**src/rtl/trigger_gen_prog.sv**
```systemverilog
// trigger_gen_prog: programmable periodic / one-shot trigger generator.
//
// A period counter runs in RUN and produces a "finished" event every P
// cycles (P = active period, 0 treated as 1). Each finished event loads the
// pulse counter with the latched width W (0 treated as 1). The registered
// trigger is high while that counter is non-zero. In one-shot mode the first
// finished event moves to TAIL. TAIL waits for the pulse to expire and then
// returns to IDLE.
//
// The period is double-buffered. period_ld writes the shadow register. The
// active period copies the shadow while IDLE, and in RUN it copies it only
// at wrap.
//
// Optional feature: define TRIG_GEN_TCNT_EN to build a saturating counter of
// finished events on trig_cnt. Without it, trig_cnt is tied to 0.
//
// Ports:
//   clk        rising-edge clock
//   rst        synchronous active-high reset
//   nul        active-low synchronous clear of period/pulse counters
//   en         enable; low forces IDLE
//   start      start request, honoured in IDLE only
//   oneshot    mode latched with start (1 = single trigger)
//   period     period value in cycles
//   period_ld  load period into the shadow register
//   pulse_w    trigger high time, latched with start
//   trigger    registered trigger pulse
//   busy       state != IDLE
//   trig_cnt   saturating trigger event count (0 when feature absent)
module trigger_gen_prog #(
    parameter int CNT_W      = 8,
    parameter int PW_W       = 4,
    parameter int DEF_PERIOD = 2,
    parameter int TCNT_W     = 16
) (
    input  logic              clk,
    input  logic              rst,
    input  logic              nul,
    input  logic              en,
    input  logic              start,
    input  logic              oneshot,
    input  logic [CNT_W-1:0]  period,
    input  logic              period_ld,
    input  logic [PW_W-1:0]   pulse_w,
    output logic              trigger,
    output logic              busy,
    output logic [TCNT_W-1:0] trig_cnt
);

    typedef enum logic [1:0] {IDLE, RUN, TAIL} state_t;

    localparam logic [CNT_W-1:0] DEF_P = CNT_W'(DEF_PERIOD);

    state_t            state_q, state_d;
    logic [CNT_W-1:0]  cnt_q, cnt_d;
    logic [CNT_W-1:0]  shadow_q, shadow_d;
    logic [CNT_W-1:0]  active_q, active_d;
    logic [PW_W-1:0]   pc_q, pc_d;
    logic [PW_W-1:0]   width_q, width_d;
    logic              mode_q, mode_d;
    logic              trig_q, trig_d;
    logic [CNT_W-1:0]  p_eff;
    logic [PW_W-1:0]   w_eff;
    logic              fin_evt;

    assign p_eff = (active_q == '0) ? CNT_W'(1) : active_q;
    assign w_eff = (width_q == '0) ? PW_W'(1) : width_q;

    assign trigger = trig_q;
    assign busy    = (state_q != IDLE);

    always_comb begin
        state_d  = state_q;
        cnt_d    = cnt_q;
        pc_d     = pc_q;
        shadow_d = shadow_q;
        active_d = active_q;
        mode_d   = mode_q;
        width_d  = width_q;
        fin_evt  = 1'b0;

        if (!nul) begin
            // The clear only restarts timing. State and both periods are kept.
            cnt_d = '0;
            pc_d  = '0;
        end else begin
            if (period_ld) shadow_d = period;
            // While IDLE, the active period tracks the shadow one edge later.
            if (state_q == IDLE) active_d = shadow_q;

            if (!en) begin
                state_d = IDLE;
                cnt_d   = '0;
                pc_d    = '0;
            end else begin
                if (pc_q != '0) pc_d = pc_q - PW_W'(1);
                case (state_q)
                    IDLE: begin
                        if (start) begin
                            state_d = RUN;
                            cnt_d   = '0;
                            mode_d  = oneshot;
                            width_d = pulse_w;
                        end
                    end
                    RUN: begin
                        if (cnt_q == p_eff - CNT_W'(1)) begin
                            fin_evt = 1'b1;
                            cnt_d   = '0;
                            pc_d    = w_eff;
                            // Wrap is the only point where the period may
                            // change. A load on this same edge wins.
                            active_d = period_ld ? period : shadow_q;
                            if (mode_q) state_d = TAIL;
                        end else begin
                            cnt_d = cnt_q + CNT_W'(1);
                        end
                    end
                    TAIL: begin
                        if (pc_d == '0) state_d = IDLE;
                    end
                    default: state_d = IDLE;
                endcase
            end
        end

        trig_d = (pc_d != '0);
    end

    always_ff @(posedge clk) begin
        if (rst) begin
            state_q  <= IDLE;
            cnt_q    <= '0;
            pc_q     <= '0;
            shadow_q <= DEF_P;
            active_q <= DEF_P;
            mode_q   <= 1'b0;
            width_q  <= PW_W'(1);
            trig_q   <= 1'b0;
        end else begin
            state_q  <= state_d;
            cnt_q    <= cnt_d;
            pc_q     <= pc_d;
            shadow_q <= shadow_d;
            active_q <= active_d;
            mode_q   <= mode_d;
            width_q  <= width_d;
            trig_q   <= trig_d;
        end
    end

`ifdef TRIG_GEN_TCNT_EN
    logic [TCNT_W-1:0] tcnt_q;

    // Finished events only occur with nul and en high, so this counter
    // is naturally unaffected by either.
    always_ff @(posedge clk) begin
        if (rst) begin
            tcnt_q <= '0;
        end else if (fin_evt && (tcnt_q != '1)) begin
            tcnt_q <= tcnt_q + TCNT_W'(1);
        end
    end

    assign trig_cnt = tcnt_q;
`else
    logic tcnt_unused;
    assign tcnt_unused = fin_evt;
    assign trig_cnt    = '0;
`endif

endmodule

```
**config.mk**
```make
export PLATFORM = sky130hd
export DESIGN_NAME = trigger_gen_prog
export DESIGN_NICKNAME = d
export VERILOG_FILES = /design/src/rtl/trigger_gen_prog.sv
export SDC_FILE = /design/constraint.sdc
export NUM_CORES = 1
export LEC_CHECK = 0
export CORE_MARGIN = 1
export CORE_UTILIZATION = 49
export DETAILED_ROUTE_END_ITERATION = 8
export GPL_TIMING_DRIVEN = 0
export PLACE_DENSITY_LB_ADDON = 0.12
export SLEW_MARGIN = 20
export SYNTH_ARGS = -nofsm -noshare
export SYNTH_HDL_FRONTEND = slang
export SYNTH_SLANG_ARGS = --single-unit
```
**constraint.sdc**
```tcl
create_clock -name clk -period 3.6 [get_ports clk]
set_input_delay 1.08 -clock clk [delete_from_list [all_inputs] [get_ports clk]]
set_output_delay 1.08 -clock clk [all_outputs]
set_load 0.05 [all_outputs]
```
Word-level counts from Yosys, hierarchy flattened

Cells that the tools add are included.

Bits in registers: 36
Bits of input ports: 19
Output and inout bits: 18
Word-level logic and storage cells: 56

$add $sub $neg: 3
Eq/ne operators: 8
Mux-type cells: 23
Bitwise logic cells: 2
Reduce and logical (&&, ||, !) cells: 12

Operators with widths:

| operator                                            | number |
|---|---|
| 2-to-1 mux 8 bit                                    | 8 |
| 2-to-1 mux 4 bit                                    | 8 |
| one-hot mux 8 bit (2 select lines)                  | 1 |
| != test 3 bit, second input constant                | 4 |
| 2-to-1 mux 2 bit                                    | 5 |
| adder 8 x 1 -> 8 bit, second input constant         | 1 |
| equality test 8 bit                                 | 1 |
| logical NOT 4 bit                                   | 2 |
| logical NOT 8 bit                                   | 1 |
| nonzero test 4 bit                                  | 2 |
| subtractor 8 x 1 -> 8 bit, second input constant    | 1 |
| one-hot mux 2 bit (3 select lines)                  | 1 |
| AND reduction 5 bit                                 | 1 |
| AND reduction 4 bit                                 | 1 |
| nonzero test 2 bit                                  | 2 |
| subtractor 4 x 1 -> 4 bit, second input constant    | 1 |
| OR reduction 3 bit                                  | 1 |
| equality test 2 x 1 -> 1 bit, second input constant | 1 |
| equality test 2 bit, second input constant          | 1 |
| logical NOT 2 bit                                   | 1 |
| != test 2 bit, second input constant                | 1 |
| NOT 1 bit                                           | 2 |
| AND reduction 2 bit                                 | 1 |

Longest topological paths before layout

Depth after elaboration: 9
Gate-level depth with buffers: 12
Gate-level depth less buffers: 11

Worst setup path after synthesis

OpenSTA, ideal clock, no wires.

Kind: register -> register
From: reg active_q[2]
To: reg active_q[6]
Library setup time: 0.119 ns
Arrival time: 3.090 ns
Required time: 3.481 ns
Slack: 0.391 ns
Stages on the path, launching flop included: 12
Buffers on the path: 1
Period minus slack after synthesis: 3.209 ns
Cell sequence: dfxtp_1 nor4_1 and2_1 nor2_1 ha_1 xnor2_1 a221oi_1 o211ai_1 a2111o_1 or4_1 buf_4 o221a_2

Cells in the longest elaborated chain, start to end: 7

Ends and longest elaborated chain:

| what                          | line | source |
|---|---|---|
| start: declaration            | 57   | `logic [CNT_W-1:0] active_q, active_d;` |
| start signal: assignment      | 145  | `active_q <= active_d;` |
| logical NOT 8 bit             | 66   | `assign p_eff = (active_q == '0) ? CNT_W'(1) : active_q;` |
| 2-to-1 mux 8 bit (*)          | 66   |  |
| subtractor 8 x 1 -> 8 bit (*) | 107  | `if (cnt_q == p_eff - CNT_W'(1)) begin` |
| equality test 8 bit (*)       | 107  |  |
| 2-to-1 mux 8 bit (*)          | 107  |  |
| 2-to-1 mux 8 bit (*)          | 97   | `case (state_q)` |
| 2-to-1 mux 8 bit (*)          | 91   | `if (!en) begin` |

Mark *: on every way between the ends. The rest lies on a longest branch, timed or not.
A chain may end at the register's enable or synchronous reset.

Worst setup path in the final report

Same ends and word-level chain as after synthesis.

==> flow_summary.json <==
{
  "die_area_um2": 4606,
  "critical-path-slowest-cell": "or4_1",
  "vias": 1910,
  "grt_pass1_vias": 1684,
  "swShare_pct": 29.51,
  "antenna_found_initial": 0,
  "synthArstFlopShare_pct": 0,
  "p_switching_uw": 269.6,
  "yosysMostFrequentCell": "dfxtp_1",
  "synth-main-ff-cell": "dfxtp_1",
  "wire_per_inst_um": 12.88,
  "drc": 0,
  "grt_first_pass_wirelength_um": 7610,
  "synth_top_cell_by_area": "dfxtp_1",
  "synthTopCellsByCount": "dfxtp_1 (36), nor2_1 (30), nand2_1 (28)",
  "drt_iter0_markers": 83,
  "pwr_density_cell_nw_per_um2": 361.1,
  "startpoint": "active_q[2]",
  "syn-cell-area_um2": 2126,
  "crit_path_start_kind": "flip-flop",
  "wirelength_um": 4533,
  "htree_levels": 2,
  "worst_slack_ps": 277.7,
  "finalNetCount": 323,
  "core_area_um2": 4086,
  "track_usage_pct": 22.23,
  "crit_path_end": "active_q[6]",
  "grt_max_degree": 11,
  "hp-class": "flip-flop to flip-flop",
  "num_io_pins": 37,
  "crit_path_end_kind": "flip-flop",
  "synth_seq_cells": 36,
  "p_int_uw": 644.0,
  "worstPathArrival_ps": 3510,
  "grt_setup_unrepaired": "false",
  "path_max_fanout": 10,
  "maxCapViolations": 0,
  "dp_hpwl_um": 3284,
  "hold_viol_final": 0,
  "ff2ff_setup_slack_ps": 280,
  "p_comb_share_pct": 19.7,
  "worstSetupPathType": "flip-flop to flip-flop",
  "drive_above_1_share_pct": 13.91,
  "setup_tns_ps": 0,
  "worst_slew_pin_slew_ps": 610.5,
  "row_count": 23,
  "tritoncts": "yes",
  "start_util_pct": 52.02,
  "clock.fmax_mhz": 301.0,
  "diodes": 0,
  "pre_cts_slack_ps": 110.5,
  "fin_skew_ps": 5.473,
  "syn_to_final_growth_pct": 19.01,
  "drv_slew": 0,
  "r2r_start": "active_q[2]",
  "cts_buffer_depth": 2,
  "root_buffer": "clkbuf_8",
  "relSlewSlack_pct": 59.15,
  "avgViaCountPerCell": 5.426,
  "drt-pass1-iter-count": 4,
  "yosysTopAreaCellShare_pct": 33.90,
  "cts.sinks": 36,
  "gp_congestion": 0.8543,
  "leakage_uw": 0.001037,
  "whs_ps": 477.1,
  "post-cts-setup-buffers": 0,
  "worst_ir_drop_vdd_mv": 0.2525,
  "status": "finished, final reports clean",
  "setup_violations": 0,
  "dieWidth_um": 67.87,
  "clock_latency_ps": 290,
  "pwr-share-clk_pct": 33.4,
  "clk_pin_slew_worst_paths_ps": 70,
  "synthTopCellsByArea": "dfxtp_1 (34%), buf_4 (6.0%), nor2_1 (5.3%), mux2i_1 (5.2%), nand2_1 (4.9%)",
  "grt-ovfl-total": 0,
  "finalCritPeriodShare_pct": 92.29,
  "seq_area_frac_synth_pct": 33.90,
  "ys_types": 46,
  "min_period_ps": 3322,
  "synth_edf_count": 0,
  "reg2regPathDepth": 11,
  "syn_avg_cell_area_um2": 8.145,
  "utilization_pct": 61.91,
  "port_buffers": 18,
  "synth_warnings": 0,
  "cts_inserted_buffers": 5,
  "cp.required_ps": 3790,
  "die_h_um": 67.87,
  "pwr-share-seq_pct": 46.8,
  "synth_cells": 261,
  "ant_nets": 0,
  "rr_endpoint": "active_q[6]",
  "cp_cell_sequence": "nor4_4, and2_1, nor2_1, ha_1, xnor2_1, a221oi_1, o211ai_1, a2111o_1, or4_1, buf_4, o221a_2",
  "fill_cells": 381,
  "critPathMaxStageDelay_ps": 540
}
routing by layer:
metal / vias up / track usage [%] / wire, um
li1: 991 / - / -
met1: 864 / 28.25 / 2234
met2: 47 / 35.40 / 2022
met3: 8 / 5.500 / 184
met4: 0 / 9.896 / 92
met5: - / 0 / 0
placed cells by master (no fill, tap or decap), drive strengths merged, types with 11 or more instances in the layout:
cell / Yosys / final
nor2: 30 / 30
clkdlybuf4s50: 0 / 18
a21oi: 12 / 12
nand3: 13 / 13
dfxtp: 36 / 36
mux2i: 11 / 11
conb: 1 / 16
buf: 17 / 17
o21ai: 13 / 13
nand2: 29 / 29
clkbuf: 8 / 16
power groups by stage:
| stage | sequential, uW | clock (uW) | combinational (uW) |
|---|---|---|---|
| final | 428 | 305 | 180 |
| after global routing | 430 | 332 | 197 |
| after CTS | 426 | 313 | 177 |
| after detailed placement | 435 | 0 | 176 |
| after global placement | 435 | 0 | 174 |
| after floorplan | 431 | 0 | 138 |
through the flow:
step	instance area, um2	power, uW	cells
6_report	2530	913.7	352
5_1_grt	2530	960.0	352
4_1_cts	2515	916.8	352
3_5_place_dp	2425	610.7	344
3_3_place_gp	2425	609.1	344
2_1_floorplan	2182	568.6	276
registers in the layout, indices dropped and copies added, names as in the netlist:
name	count
active_q	8
cnt_q	8
mode_q	1
pc_q	4
shadow_q	8
state_q	2
trigger	1
width_q	4
area by class of cell:
cell class | instances | area (um2) | share of cell area (%)
multi-input combinational | 208 | 1292 | 51.09
sequential | 36 | 720.7 | 28.49
timing repair buffer | 18 | 180.2 | 7.122
buffer | 25 | 157.7 | 6.231
clock buffer | 8 | 90.09 | 3.561
tap | 50 | 62.56 | 2.473
inverter | 7 | 26.28 | 1.039
worst min-delay path by stage:
| stage | slack [ps] | cells after the start | end | startpoint |
|---|---|---|---|---|
| 2_1_floorplan | 450 | 2 | pc_q[2] | width_q[2] |
| 3_3_place_gp | 460 | 2 | shadow_q[6] | shadow_q[6] |
| 3_5_place_dp | 460 | 2 | shadow_q[5] | shadow_q[5] |
| 4_1_cts | 470 | 2 | shadow_q[5] | shadow_q[5] |
| 5_1_grt | 490 | 2 | shadow_q[5] | shadow_q[5] |
| 6_report | 480 | 2 | shadow_q[7] | shadow_q[7] |
what timing repair did:
item / CTS / global route
hold endpoints to repair: 0 / 0
endpoints found under the setup margin: 0 / 12
gates resized for setup: 0 / 2
hold buffers: 0 / 0
critical path, delay by kind of cell (launching register included):
family	cells	cell delay, ps
compound gates	4	1030
xor+xnor	1	130
buf+inv	1	190
flops	1	400
simple gates	4	1170
fa+ha+maj	1	310
logic make-up (layout without fill, tap and decap cells):
| family | after synthesis | count (layout) | share of synthesized area (%) |
|---|---|---|---|
| compound gates | 59 | 59 | 20.19 |
| xor+xnor | 6 | 6 | 2.472 |
| fa+ha+maj | 3 | 3 | 1.766 |
| mux | 19 | 19 | 9.418 |
| simple gates | 105 | 105 | 23.43 |
| flops | 36 | 36 | 33.90 |
| other cells | 1 | 16 | 0.1764 |
| buf+inv | 32 | 58 | 8.652 |
No activity file was read; power rests on OpenSTA's default activity.
